===== config.mk =====
export PLATFORM = sky130hd
export DESIGN_NAME = ex_div
export DESIGN_NICKNAME = d
export VERILOG_FILES = /design/src/rtl/ex_div.sv
export SDC_FILE = /design/constraint.sdc
export NUM_CORES = 1
export LEC_CHECK = 0
export CAP_MARGIN = 20
export CORE_ASPECT_RATIO = 0.8
export CORE_MARGIN = 2
export CORE_UTILIZATION = 54
export CTS_CLUSTER_SIZE = 25
export DETAILED_ROUTE_END_ITERATION = 8
export PLACE_DENSITY = 0.83
export SETUP_SLACK_MARGIN = 0.05
export SYNTH_ARGS = -nofsm -noshare
export SYNTH_HDL_FRONTEND = slang
export SYNTH_SLANG_ARGS = --single-unit

===== constraint.sdc =====
create_clock -name clk -period 4 [get_ports clk]
set_input_delay 0.8 -clock clk [delete_from_list [all_inputs] [get_ports clk]]
set_output_delay 0.8 -clock clk [all_outputs]
set_load 0.005 [all_outputs]

===== src/rtl/ex_div.sv =====
// ex_div: iterative 32-bit radix-2 restoring divider for DIV/DIVU, one quotient bit per cycle.
// Define EX_DIV_SIGNED_EN to honour signed_div; otherwise every operation is unsigned.
module ex_div (
    input  logic        clk,
    input  logic        rst,
    input  logic        signed_div,
    input  logic [31:0] opdata1,
    input  logic [31:0] opdata2,
    input  logic        start,
    input  logic        annul,
    output logic [63:0] result,
    output logic        ready
);

    typedef enum logic [1:0] {S_IDLE, S_BYZERO, S_ON, S_END} state_t;

    state_t      r_state, w_state_nxt;
    logic [64:0] r_dividend, w_dividend_nxt;
    logic [5:0]  r_cnt, w_cnt_nxt;
    logic [31:0] r_divisor, w_divisor_nxt;
    logic [63:0] r_result, w_result_nxt;
    logic        r_ready, w_ready_nxt;
    logic [32:0] w_diff;
    logic [31:0] w_abs1, w_abs2, w_quot, w_rem;
    logic        w_accept;

    assign w_accept = (r_state == S_IDLE) && start && !annul;

`ifdef EX_DIV_SIGNED_EN
    logic r_neg_q, r_neg_r;

    assign w_abs1 = (signed_div && opdata1[31]) ? -opdata1 : opdata1;
    assign w_abs2 = (signed_div && opdata2[31]) ? -opdata2 : opdata2;
    assign w_quot = r_neg_q ? -r_dividend[31:0]  : r_dividend[31:0];
    assign w_rem  = r_neg_r ? -r_dividend[64:33] : r_dividend[64:33];

    // Sign corrections are decided from the raw operands at the accept edge.
    always_ff @(posedge clk) begin
        if (rst) begin
            r_neg_q <= 1'b0;
            r_neg_r <= 1'b0;
        end else if (w_accept) begin
            r_neg_q <= signed_div & (opdata1[31] ^ opdata2[31]);
            r_neg_r <= signed_div & opdata1[31];
        end
    end
`else
    logic w_unused_signed;

    assign w_unused_signed = signed_div;
    assign w_abs1 = opdata1;
    assign w_abs2 = opdata2;
    assign w_quot = r_dividend[31:0];
    assign w_rem  = r_dividend[64:33];
`endif

    assign w_diff = r_dividend[64:32] - {1'b0, r_divisor};

    always_ff @(posedge clk) begin
        if (rst) begin
            r_state    <= S_IDLE;
            r_dividend <= '0;
            r_cnt      <= '0;
            r_divisor  <= '0;
            r_result   <= '0;
            r_ready    <= 1'b0;
        end else begin
            r_state    <= w_state_nxt;
            r_dividend <= w_dividend_nxt;
            r_cnt      <= w_cnt_nxt;
            r_divisor  <= w_divisor_nxt;
            r_result   <= w_result_nxt;
            r_ready    <= w_ready_nxt;
        end
    end

    always_comb begin
        w_state_nxt    = r_state;
        w_dividend_nxt = r_dividend;
        w_cnt_nxt      = r_cnt;
        w_divisor_nxt  = r_divisor;
        w_result_nxt   = r_result;
        w_ready_nxt    = r_ready;
        case (r_state)
            S_IDLE: begin
                w_ready_nxt  = 1'b0;
                w_result_nxt = '0;
                if (w_accept) begin
                    if (opdata2 == '0) begin
                        w_state_nxt = S_BYZERO;
                    end else begin
                        w_state_nxt    = S_ON;
                        w_divisor_nxt  = w_abs2;
                        w_dividend_nxt = {32'b0, w_abs1, 1'b0};
                        w_cnt_nxt      = '0;
                    end
                end
            end
            S_BYZERO: begin
                w_state_nxt  = S_END;
                w_result_nxt = '0;
                w_ready_nxt  = 1'b1;
            end
            S_ON: begin
                if (annul) begin
                    w_state_nxt  = S_IDLE;
                    w_cnt_nxt    = '0;
                    w_result_nxt = '0;
                    w_ready_nxt  = 1'b0;
                end else if (r_cnt != 6'd32) begin
                    // Restoring step: keep the shifted remainder when the trial subtract underflows.
                    if (w_diff[32]) begin
                        w_dividend_nxt = {r_dividend[63:0], 1'b0};
                    end else begin
                        w_dividend_nxt = {w_diff[31:0], r_dividend[31:0], 1'b1};
                    end
                    w_cnt_nxt = r_cnt + 6'd1;
                end else begin
                    w_state_nxt  = S_END;
                    w_result_nxt = {w_rem, w_quot};
                    w_ready_nxt  = 1'b1;
                end
            end
            S_END: begin
                if (!start) begin
                    w_state_nxt  = S_IDLE;
                    w_result_nxt = '0;
                    w_ready_nxt  = 1'b0;
                end
            end
            default: begin
                w_state_nxt = S_IDLE;
            end
        endcase
    end

    assign result = r_result;
    assign ready  = r_ready;

endmodule


; ---- Word level (Yosys, flattened, before mapping)
; Cells that the tools add are included.
[word_totals]
regBits = 170
inputBits = 69
output_inout_bits = 65
wordCells = 57
[op_classes]
add_sub_neg = 2
n_eq_ne = 11
mux = 25
bitwise = 1
reduce_logical = 12
[op_table]
columns = operator, count
row1 = 65-bit two-way mux, 5
row2 = 64-bit two-way mux, 3
row3 = 64-bit one-hot mux with 3 select lines, 1
row4 = 65-bit one-hot mux with 2 select lines, 1
row5 = 33-bit by 32-bit subtractor with 33-bit output, 1
row6 = 32-bit logical NOT, 1
row7 = 6-bit two-way mux, 4
row8 = 6-bit one-hot mux with 2 select lines, 1
row9 = 2-bit two-way mux, 5
row10 = 2-bit inequality test (second input constant), 5
row11 = 2-bit one-hot mux with 4 select lines, 1
row12 = 6-bit by 1-bit adder with 6-bit output (second input constant), 1
row13 = 3-bit inequality test (second input constant), 2
row14 = 6-bit inequality test (second input constant), 1
row15 = 3-bit AND reduction, 2
row16 = 5-bit AND reduction, 1
row17 = 2-bit == test (second input constant), 2
row18 = 1-bit one-hot mux with 4 select lines, 1
row19 = 4-bit AND reduction, 1
row20 = 1-bit two-way mux, 3
row21 = 2-bit by 1-bit == test with 1-bit output (second input constant), 1
row22 = 1-bit logical AND, 2
row23 = 2-bit logical NOT, 1
row24 = 2-bit AND reduction, 1
row25 = 4 further kinds, 4

; ---- Logic depth before layout (Yosys ltp)
; Gate-level depths: netlist of the first run.
[depth]
depth_word = 5
depth_mapped = 16
ltp_nobuf = 13

; ---- Worst setup path before layout of the first run
; No wires, ideal clock.
[synth_timing]
path_type = register to register
startpoint = reg r_dividend[32]
endpoint = reg r_dividend[48]
setup_ps = 122
arrival_ps = 3126
required_time_ps = 3878
setup_slack_ps = 752
path_stages_with_launch = 17
n_path_buf = 3
period_less_slack_ps = 3248
cell_sequence = dfxtp_1 inv_1 ha_1 inv_1 fa_1 a211oi_2 o211ai_2 a31oi_4 o31a_4 nor4_4 or3_4 a21o_1 buf_2 and2_1 buf_6 buf_6 a221o_1
[synth_between]
elab_chain_cells = 5
[synth_lines]
columns = element, line
row1 = start: declaration, 18  ; logic [64:0] r_dividend, w_dividend_nxt;
row2 = start signal: assignment, 69  ; r_dividend <= w_dividend_nxt;
row3 = 33-bit by 32-bit subtractor with 33-bit output, 57  ; assign w_diff = r_dividend[64:32] - {1'b0, r_divisor};
row4 = 65-bit two-way mux, 112  ; if (w_diff[32]) begin
row5 = 65-bit two-way mux, 110  ; end else if (r_cnt != 6'd32) begin
row6 = 65-bit two-way mux, 105  ; if (annul) begin
row7 = 65-bit one-hot mux with 2 select lines, 84  ; case (r_state)
; No other way between the ends. The select of a mux whose other input is x is not followed.
; A chain may end at the register's enable or synchronous reset.

; ---- Worst setup path in the final report of the first run
[layout_timing]
startpoint = reg r_dividend[32]
endpoint = reg r_dividend[42]
; Same word-level chain as after synthesis.

==> metrics.md, run 1 <==
| Metric | Value |
|---|---|
| FF+latch count, synth | between 150 and 200 |
| # Post-CTS Setup Buffers | 0 |
| DP Area | around 0.01 mm^2 |
| Synth async-reset ratio | 0% |
| Post-synth EDFFs | 0 |
| Clock Latency Late Sink | around 430 ps |
| Routed vias/inst | between 5 and 6 |
| Fmax | approximately 0.27 GHz |
| GR Util All Layers | between 20% and 30% |
| N_diodes | 0 |
| Syn_nets | between 1000 and 1500 |
| CTS root buffer | clkbuf_16 |
| Clock network fraction of total power | 37.5% |
| Post-Syn Instances | between 900 and 1000 |
| Fin crit period | 3680 ps |
| Setup TNS | 0 ps |
| Avg Cell Area, Syn | about 8.6 um^2 |
| Max-cap viol count | 0 |
| Synth Flop Type | dfxtp_1 |
| Final Skew | slightly below 8 ps |
| Hold Path Depth | 2 |
| Port-buffer cells | ~130 |
| Flop-to-flop setup slack | roughly 320 ps |
| Number of iterations in the first detailed-routing pass | 5 |
| Initial antenna violation count | 0 |
| Unrepaired setup endpoints after global routing | no |
| Antenna-violating nets left | 0 |
| Total net switching power | approximately 1.2 mW |
| Post-Syn Area | around 0.0085 mm^2 |
| Hpwl dp | between 10000 and 15000 um |
| Sequential area share after synthesis | about two fifths |
| Initial Util | 54.73% |
| Core area | 0.01560 mm^2 |
| DRC errors left | 0 |
| Endpoints failing hold | 0 |
| Kind of critical path | reg -> reg |
| Setup violations, final | 0 |
| Reg2reg end | r_dividend[42] |
| Final Cell Area | ~0.011 mm^2 |
| CTS Sinks | 170 |
| Clk pin slew, worst setup/hold paths | ~60 ps |
| Rel. slew slack | a little over a third |
| FF-to-FF path depth | 14 |
| Horiz. Die Dim | around 140 um |
| Layout cells sized above 1 | between 6 and 7% |
| Post_cts resized | 0 |
| Sw Share | around 29% |
| Logic pwr share | 20.1% |
| GRT Residual Overflow | 0 |
| Area grow syn2layout | 24.11% |
| Routability cong. | about 0.96 |
| Hold-fix buffer count after cts | 0 |
| CTS Buf Count | 17 |
| Post-Place Cells | ~1300 |
| CTS max path bufs | 2 |
| Crit. End Element | flop |
| Final Power | around 4.3 mW |
| Status | finished clean |
| Worst path required time | about 4300 ps |
| CP Max Fanout | 12 |
| Finished Layout Cells | approximately 1300 |
| Arrival time of the worst setup path | roughly 4000 ps |
| Die area | 0.01683 mm^2 |
| Vias in the first global route | 7047 |
| Leakage | roughly 4.2 nW |
| Die height | 116.5 um |
| Setup crit end | r_dividend[42] |
| Slew @ Worst Pin | between 900 and 1000 ps |
| Tcrit/Tclk final | between 90% and 100% |
| Pwr/cell area | ~400 mW/mm^2 |
| Cell variety after synth | 59 |
| Largest net degree at the start of global routing | 96 |
| Cell internal pwr | ~3.1 mW |
| Max IR drop VDD | between 0.3 and 0.4 mV |
| Global-route wire length before repair | between 30000 and 40000 um |
| Critical path startpoint | r_dividend[32] |
| Fillers | 1289 |
| Reg-to-Reg Start | r_dividend[32] |
| Worst Hold Class | reg -> reg |
| H-tree depth | 4 |
| DR WL/cell | 16.34 um |
| Slew Limit Fails | 0 |
| Row count | 41 |
| Yosys warns | 0 |
| Sequential Power Share | a little over two fifths |
| IO Pins | ~130 |
| Final nets | roughly 1200 |
| Initial DRC Count | roughly 650 |
| DRT Wirelength | around 22000 um |
| CTS tree | yes |
| Via Count | approximately 7700 |
| Startpoint Class | flop |
| Final hold slack | ~490 ps |
## cell usage after synthesis (7+ instances only)
cell type	count	area, um^2
a22oi_1	64	480.5
a221o_1	17	170.2
nor2_1	167	626.9
dfxtp_1	170	3403
buf_2	7	35.03
mux2i_1	66	660.6
inv_1	47	176.4
a211oi_1	39	292.8
nand2_1	75	281.5
o21ai_0	18	90.09
nor4_1	9	56.30
a21oi_1	58	290.3
a21o_1	15	112.6
nand2b_1	8	50.05
and3_1	10	62.56
xor2_1	16	140.1
o211ai_1	17	127.6
clkbuf_1	51	191.4
ha_1	39	488.0
nand4_1	20	125.1
xnor2_1	13	113.9
## layout by cell type (no fill, tap or decap), types with 22 or more instances in the layout
cell type        synthesis  final
clkdlybuf4s50_1          0    131
a211oi_1                39     39
nand2_1                 75     74
nor2_1                 167    166
buf_4                    2     22
inv_1                   47     47
ha_1                    39     38
dfxtp_1                170    170
mux2i_1                 66     66
a21oi_1                 58     58
a22oi_1                 64     64
## critical path: stages, from the launching register on
cell and delay [ps]:
dfxtp_1 330, inv_1 60, ha_1 150, inv_1 50
fa_1 430, a211oi_2 320, o211ai_2 170, a31oi_4 260
o31a_4 210, nor4_4 60, or3_4 400, a21o_1 180
and2_1 340, buf_4 280, a221o_1 320
## routing by layer
layer	GRT usage [%]	part of all wire, %	vias up
met3	4.387	5.3	20
met4	8.414	1.3	0
met5	0	0	-
met2	41.23	46	216
li1	-	-	3756
met1	37.03	48	3664
## stage by stage
step                setup slack [ps]  util, %
floorplan                      752.0        -
global placement               406.4    64.25
detailed placement             405.7    64.25
CTS                            351.1    67.93
global route                   185.6    67.93
finish                         319.8    67.93
## worst min-delay path by stage
stage | start | slack [ps] | endpoint
detailed placement | r_divisor[21] | 480 | r_divisor[21]
finish | r_state[1] | 490 | r_state[1]
global route | r_divisor[17] | 520 | r_divisor[17]
floorplan | r_divisor[10] | 460 | r_divisor[10]
CTS | r_state[1] | 490 | r_state[1]
global placement | r_divisor[12] | 480 | r_divisor[12]
## layout make-up
class	count	area (um^2)	share of cell area, %
Clock buffer	22	484.2	4.571
Timing Repair Buffer	154	1496	14.13
Multi-Input combinational cell	707	4674	44.12
Inverter	47	176.4	1.665
Sequential cell	170	3403	32.12
Tap cell	215	269.0	2.539
Clock inverter	9	90.09	0.8504
## sequential cells by signal, indices dropped and copies added, names as in the netlist
register	flops
r_cnt	6
r_dividend	65
r_divisor	32
r_state	2
ready	1
result	64
## kinds of logic after synthesis
group,share of synthesized area (%)
AO/OA/AOI/OAI,21.53
multiplexers,7.740
adder cells (fa/ha/maj),5.951
AND/OR/NAND/NOR,16.42
buffers and inverters,5.511
flip-flops,39.87
XOR/XNOR,2.976
## power by group through the flow
stage               logic [mW]  registers [mW]  clock network (mW)
floorplan                0.642            1.84                   0
global placement         0.829            1.85                   0
detailed placement       0.843            1.85                   0
CTS                      0.850            1.82                1.62
global route             0.945            1.82                1.71
finish                   0.858            1.82                1.60
Note: power is estimated with default switching activity, not from simulation.
==> inputs of run 2 (changes only) <==
--- a/config.mk
+++ b/config.mk
@@ -5,10 +5,11 @@
 export SDC_FILE = /design/constraint.sdc
 export NUM_CORES = 1
 export LEC_CHECK = 0
+export ABC_AREA = 1
 export CAP_MARGIN = 20
 export CORE_ASPECT_RATIO = 0.8
 export CORE_MARGIN = 2
-export CORE_UTILIZATION = 54
+export CORE_UTILIZATION = 55
 export CTS_CLUSTER_SIZE = 25
 export DETAILED_ROUTE_END_ITERATION = 8
 export PLACE_DENSITY = 0.83
==> constraint.sdc (replaced) <==
create_clock -name clk -period 4.42 [get_ports clk]
set_input_delay 0.884 -clock clk [delete_from_list [all_inputs] [get_ports clk]]
set_output_delay 0.884 -clock clk [all_outputs]
set_load 0.005 [all_outputs]
==> run 2 against run 1 <==
Net effect:
- cell area grew 16%
- register-to-register slack improved by 1400 ps
- critical path type is now in -> reg
- worst setup slack improved by 980 ps
- non-clock buffer count is 13 lower
- first-iteration DRC count rose by 21%
- synthesized cell count rose by 59%
==> metrics.md, run 2 <==
| Metric | Value |
|---|---|
| Largest net degree at the start of global routing | 66 (-31%) |
| Reg-to-Reg Start | r_state[0] |
| Commonest non-fill, non-tap cell in the layout | nand2_1 |
| Initial Util | 56.40% (+1.7 points) |
| Initial antenna violation count | 0 (unchanged) |
| Endpoints failing hold | 0 (unchanged) |
| Post-Syn Instances | 1580 (+59%) |
| IO Pins | 134 (unchanged) |
| Post_cts resized | 0 (unchanged) |
| Max IR drop VDD | 0.2417 mV (-21%) |
| Vias in the first global route | 9184 (+30%) |
| Largest Register | r_dividend |
| Worst path required time | 4770 ps (+470 ps) |
| Count leader, synth | nand2_1 |
| Global-route wire length before repair | 44970 um (+28%) |
| CTS root buffer | clkbuf_16 |
| Sequential area share after synthesis | 33.01% (-6.9 points) |
| Slew @ Worst Pin | 756.8 ps (-211.1 ps) |
| CTS tree | yes |
| Core area | 0.01828 mm^2 (+17%) |
| Rel. slew slack | 49.55% (+14 points) |
| Cell variety after synth | 39 (-34%) |
| Clk pin slew, worst setup/hold paths | 80 ps (+20 ps) |
| DRC errors left | 0 (unchanged) |
| Startpoint Class | input pin |
| Antenna-violating nets left | 0 (unchanged) |
| Slew Limit Fails | 0 (unchanged) |
| Post-synth top cells | nand2_1 (518), inv_1 (247), dfxtp_1 (170) |
| Top post-synthesis cells by area | dfxtp_1 (33%), nand2_1 (19%), inv_1 (9.0%), a21oi_1 (5.0%), nor2_1 (4.8%) |
| Layout cells sized above 1 | 8.698% (+2.3 points) |
| GR Util All Layers | 28.00% (+1.8 points) |
| FF+latch count, synth | 170 (unchanged) |
| Die height | 126.5 um (+8.6%) |
| Share of the synthesized area in the top cell type | 33.01% (-6.9 points) |
| Final nets | 1786 (+48%) |
| Worst Hold Path EP | result[16] |
| Hold path start | r_dividend[16] |
| Kind of critical path | in -> reg |
| CTS max path bufs | 2 (unchanged) |
| Fmax | 0.3202 GHz |
| Crit. End Element | flop |
| Horiz. Die Dim | 157.1 um (+8.6%) |
| Yosys warns | 0 (unchanged) |
| CP Max Fanout | 62 (+50) |
| Routability cong. | 0.9715 (+1.7%) |
| H-tree depth | 4 (unchanged) |
| Via Count | 10005 (+31%) |
| Port-buffer cells | 132 (unchanged) |
| DRT Wirelength | 27330 um (+26%) |
| Hold-fix buffer count after cts | 0 (unchanged) |
| CTS Buf Count | 17 (unchanged) |
| Avg Cell Area, Syn | 6.524 um^2 (-24%) |
| Tcrit/Tclk final | between 70 and 80% |
| Flop-to-flop setup slack | 1680 ps (+1360 ps) |
| Arrival time of the worst setup path | 3470 ps (-510 ps) |
| GRT Residual Overflow | 0 (unchanged) |
| CTS Sinks | 170 (unchanged) |
| Routed vias/inst | 5.149 (-11%) |
| Initial DRC Count | 791 (+21%) |
| Setup TNS | 0 ps (unchanged) |
| Critical path startpoint | opdata2[0] |
| Pwr/cell area | 400.2 mW/mm^2 (-0.89%) |
| Worst Hold Class | reg -> reg |
| Status | finished clean |
| Fillers | 1632 (+27%) |
| Unrepaired setup endpoints after global routing | no |
| Dominant cell type by area after synthesis | dfxtp_1 |
| Final Power | 4.938 mW (+15%) |
| Clock Latency Late Sink | 450 ps (+20 ps) |
| Reg2reg end | result[42] |
| Final Skew | 11.13 ps (+3.249 ps) |
| Post-Syn Area | 0.01031 mm^2 (+21%) |
| Row count | 44 (+7.3%) |
| Die area | 0.01986 mm^2 (+18%) |
| Synth async-reset ratio | 0% (unchanged) |
| Synth Flop Type | dfxtp_1 |
| Syn_nets | 1689 (+53%) |
| # Post-CTS Setup Buffers | 0 (unchanged) |
| Max-cap viol count | 0 (unchanged) |
| Post-synth EDFFs | 0 (unchanged) |
| DR WL/cell | 14.07 um (-14%) |
| Leakage | 5.657 nW (+35%) |
| Area grow syn2layout | 19.70% |
| N_diodes | 0 (unchanged) |
| Hpwl dp | 20170 um (+36%) |
| Commonest cells after routing, fill and taps aside | nand2_1 (516), inv_1 (247), dfxtp_1 (170) |
| Setup violations, final | 0 (unchanged) |
| Max reg flops | 65 (unchanged) |
| Fin crit period | 3123 ps |
| FF-to-FF path depth | 9 (-5) |
| Hold Path Depth | 2 (unchanged) |
| Number of iterations in the first detailed-routing pass | 7 (+2) |
## run 2: cell types whose count changed after synthesis, sizes merged, moves of 14 or more
| cell | before | now |
|---|---|---|
| nand2 | 75 | 557 |
| inv | 47 | 258 |
| nand3 | 2 | 91 |
| a21oi | 58 | 127 |
| mux2i | 66 | 0 |
| a22oi | 64 | 0 |
| nor2 | 167 | 136 |
| a211oi | 40 | 63 |
| o21ai | 18 | 37 |
| o211ai | 18 | 0 |
| a221o | 17 | 0 |
| a21o | 15 | 1 |
| clkbuf | 51 | 37 |
| xor2 | 16 | 2 |
## run 2: cell type report
| type | count | area (um^2) | share of cell area (%) |
|---|---|---|---|
| clock inverter | 15 | 165.2 | 1.338 |
| multi-input combinational | 1088 | 5633 | 45.65 |
| sequential | 170 | 3403 | 27.58 |
| clock buffer | 17 | 425.4 | 3.448 |
| timing repair buffer | 141 | 1424 | 11.54 |
| inverter | 259 | 972.2 | 7.879 |
| tap | 253 | 316.6 | 2.565 |
## run 2: worst max-delay path, cell delays in order
cell and delay [ps]:
clkdlybuf4s50_1 480, nor2_1 330, nand2_1 80, nor2_1 120, nand2_1 150, nor2_1 240
nand2_1 180, nand3_4 380, buf_12 310, nor2_1 80, a211oi_1 190
## run 2: through the flow
stage               hold WS (ps)  std cells  cell area, um^2  setup slack [ps]  utilization (%)
global route               475.7       1943            12340              1144            67.51
CTS                        461.3       1942            12320              1373            67.40
floorplan                  439.2       1580            10310              2209                -
detailed placement         450.8       1910            11730             949.7            64.17
global placement           447.0       1910            11730              1017            64.17
finish                     462.7       1943            12340              1297            67.51
## run 2: where the power goes
group          leakage, nW  internal (mW)  total (mW)  switching (mW)
sequential            1.38           1.69        1.75          0.0684
combinational         3.98          0.522        1.66            1.14
clock                0.293          0.765        1.52           0.759
## run 2: cells by family (layout without fill, tap and decap cells)
group	Yosys count	count (layout)	share of synthesized area [%]
AOI/OAI and AO/OA	235	235	14.18
adders and majority gates	40	40	4.928
and+or+nand+nor	804	804	34.60
xor gates and xnor gates	9	9	0.7647
DFF	170	170	33.01
buffers and inverters	322	432	12.51
## run 2: worst max-delay path by stage
| stage | end | slack (ps) | cells after the start |
|---|---|---|---|
| 2_1_floorplan | r_dividend[55] | 2210 | 17 |
| 3_3_place_gp | r_dividend[9] | 1020 | 11 |
| 3_5_place_dp | r_dividend[23] | 950 | 11 |
| 4_1_cts | r_dividend[23] | 1370 | 11 |
| 5_1_grt | r_dividend[16] | 1140 | 11 |
| 6_report | r_dividend[23] | 1300 | 11 |
## run 2: per-layer routing
metal	vias to the layer above	share of wire [%]	wire, um	GRT usage [%]
met5	-	0	0	0
met4	0	2.4	658	9.412
met3	47	6.0	1647	3.895
met2	314	45	12220	44.63
met1	4520	47	12810	39.11
li1	5124	-	-	-
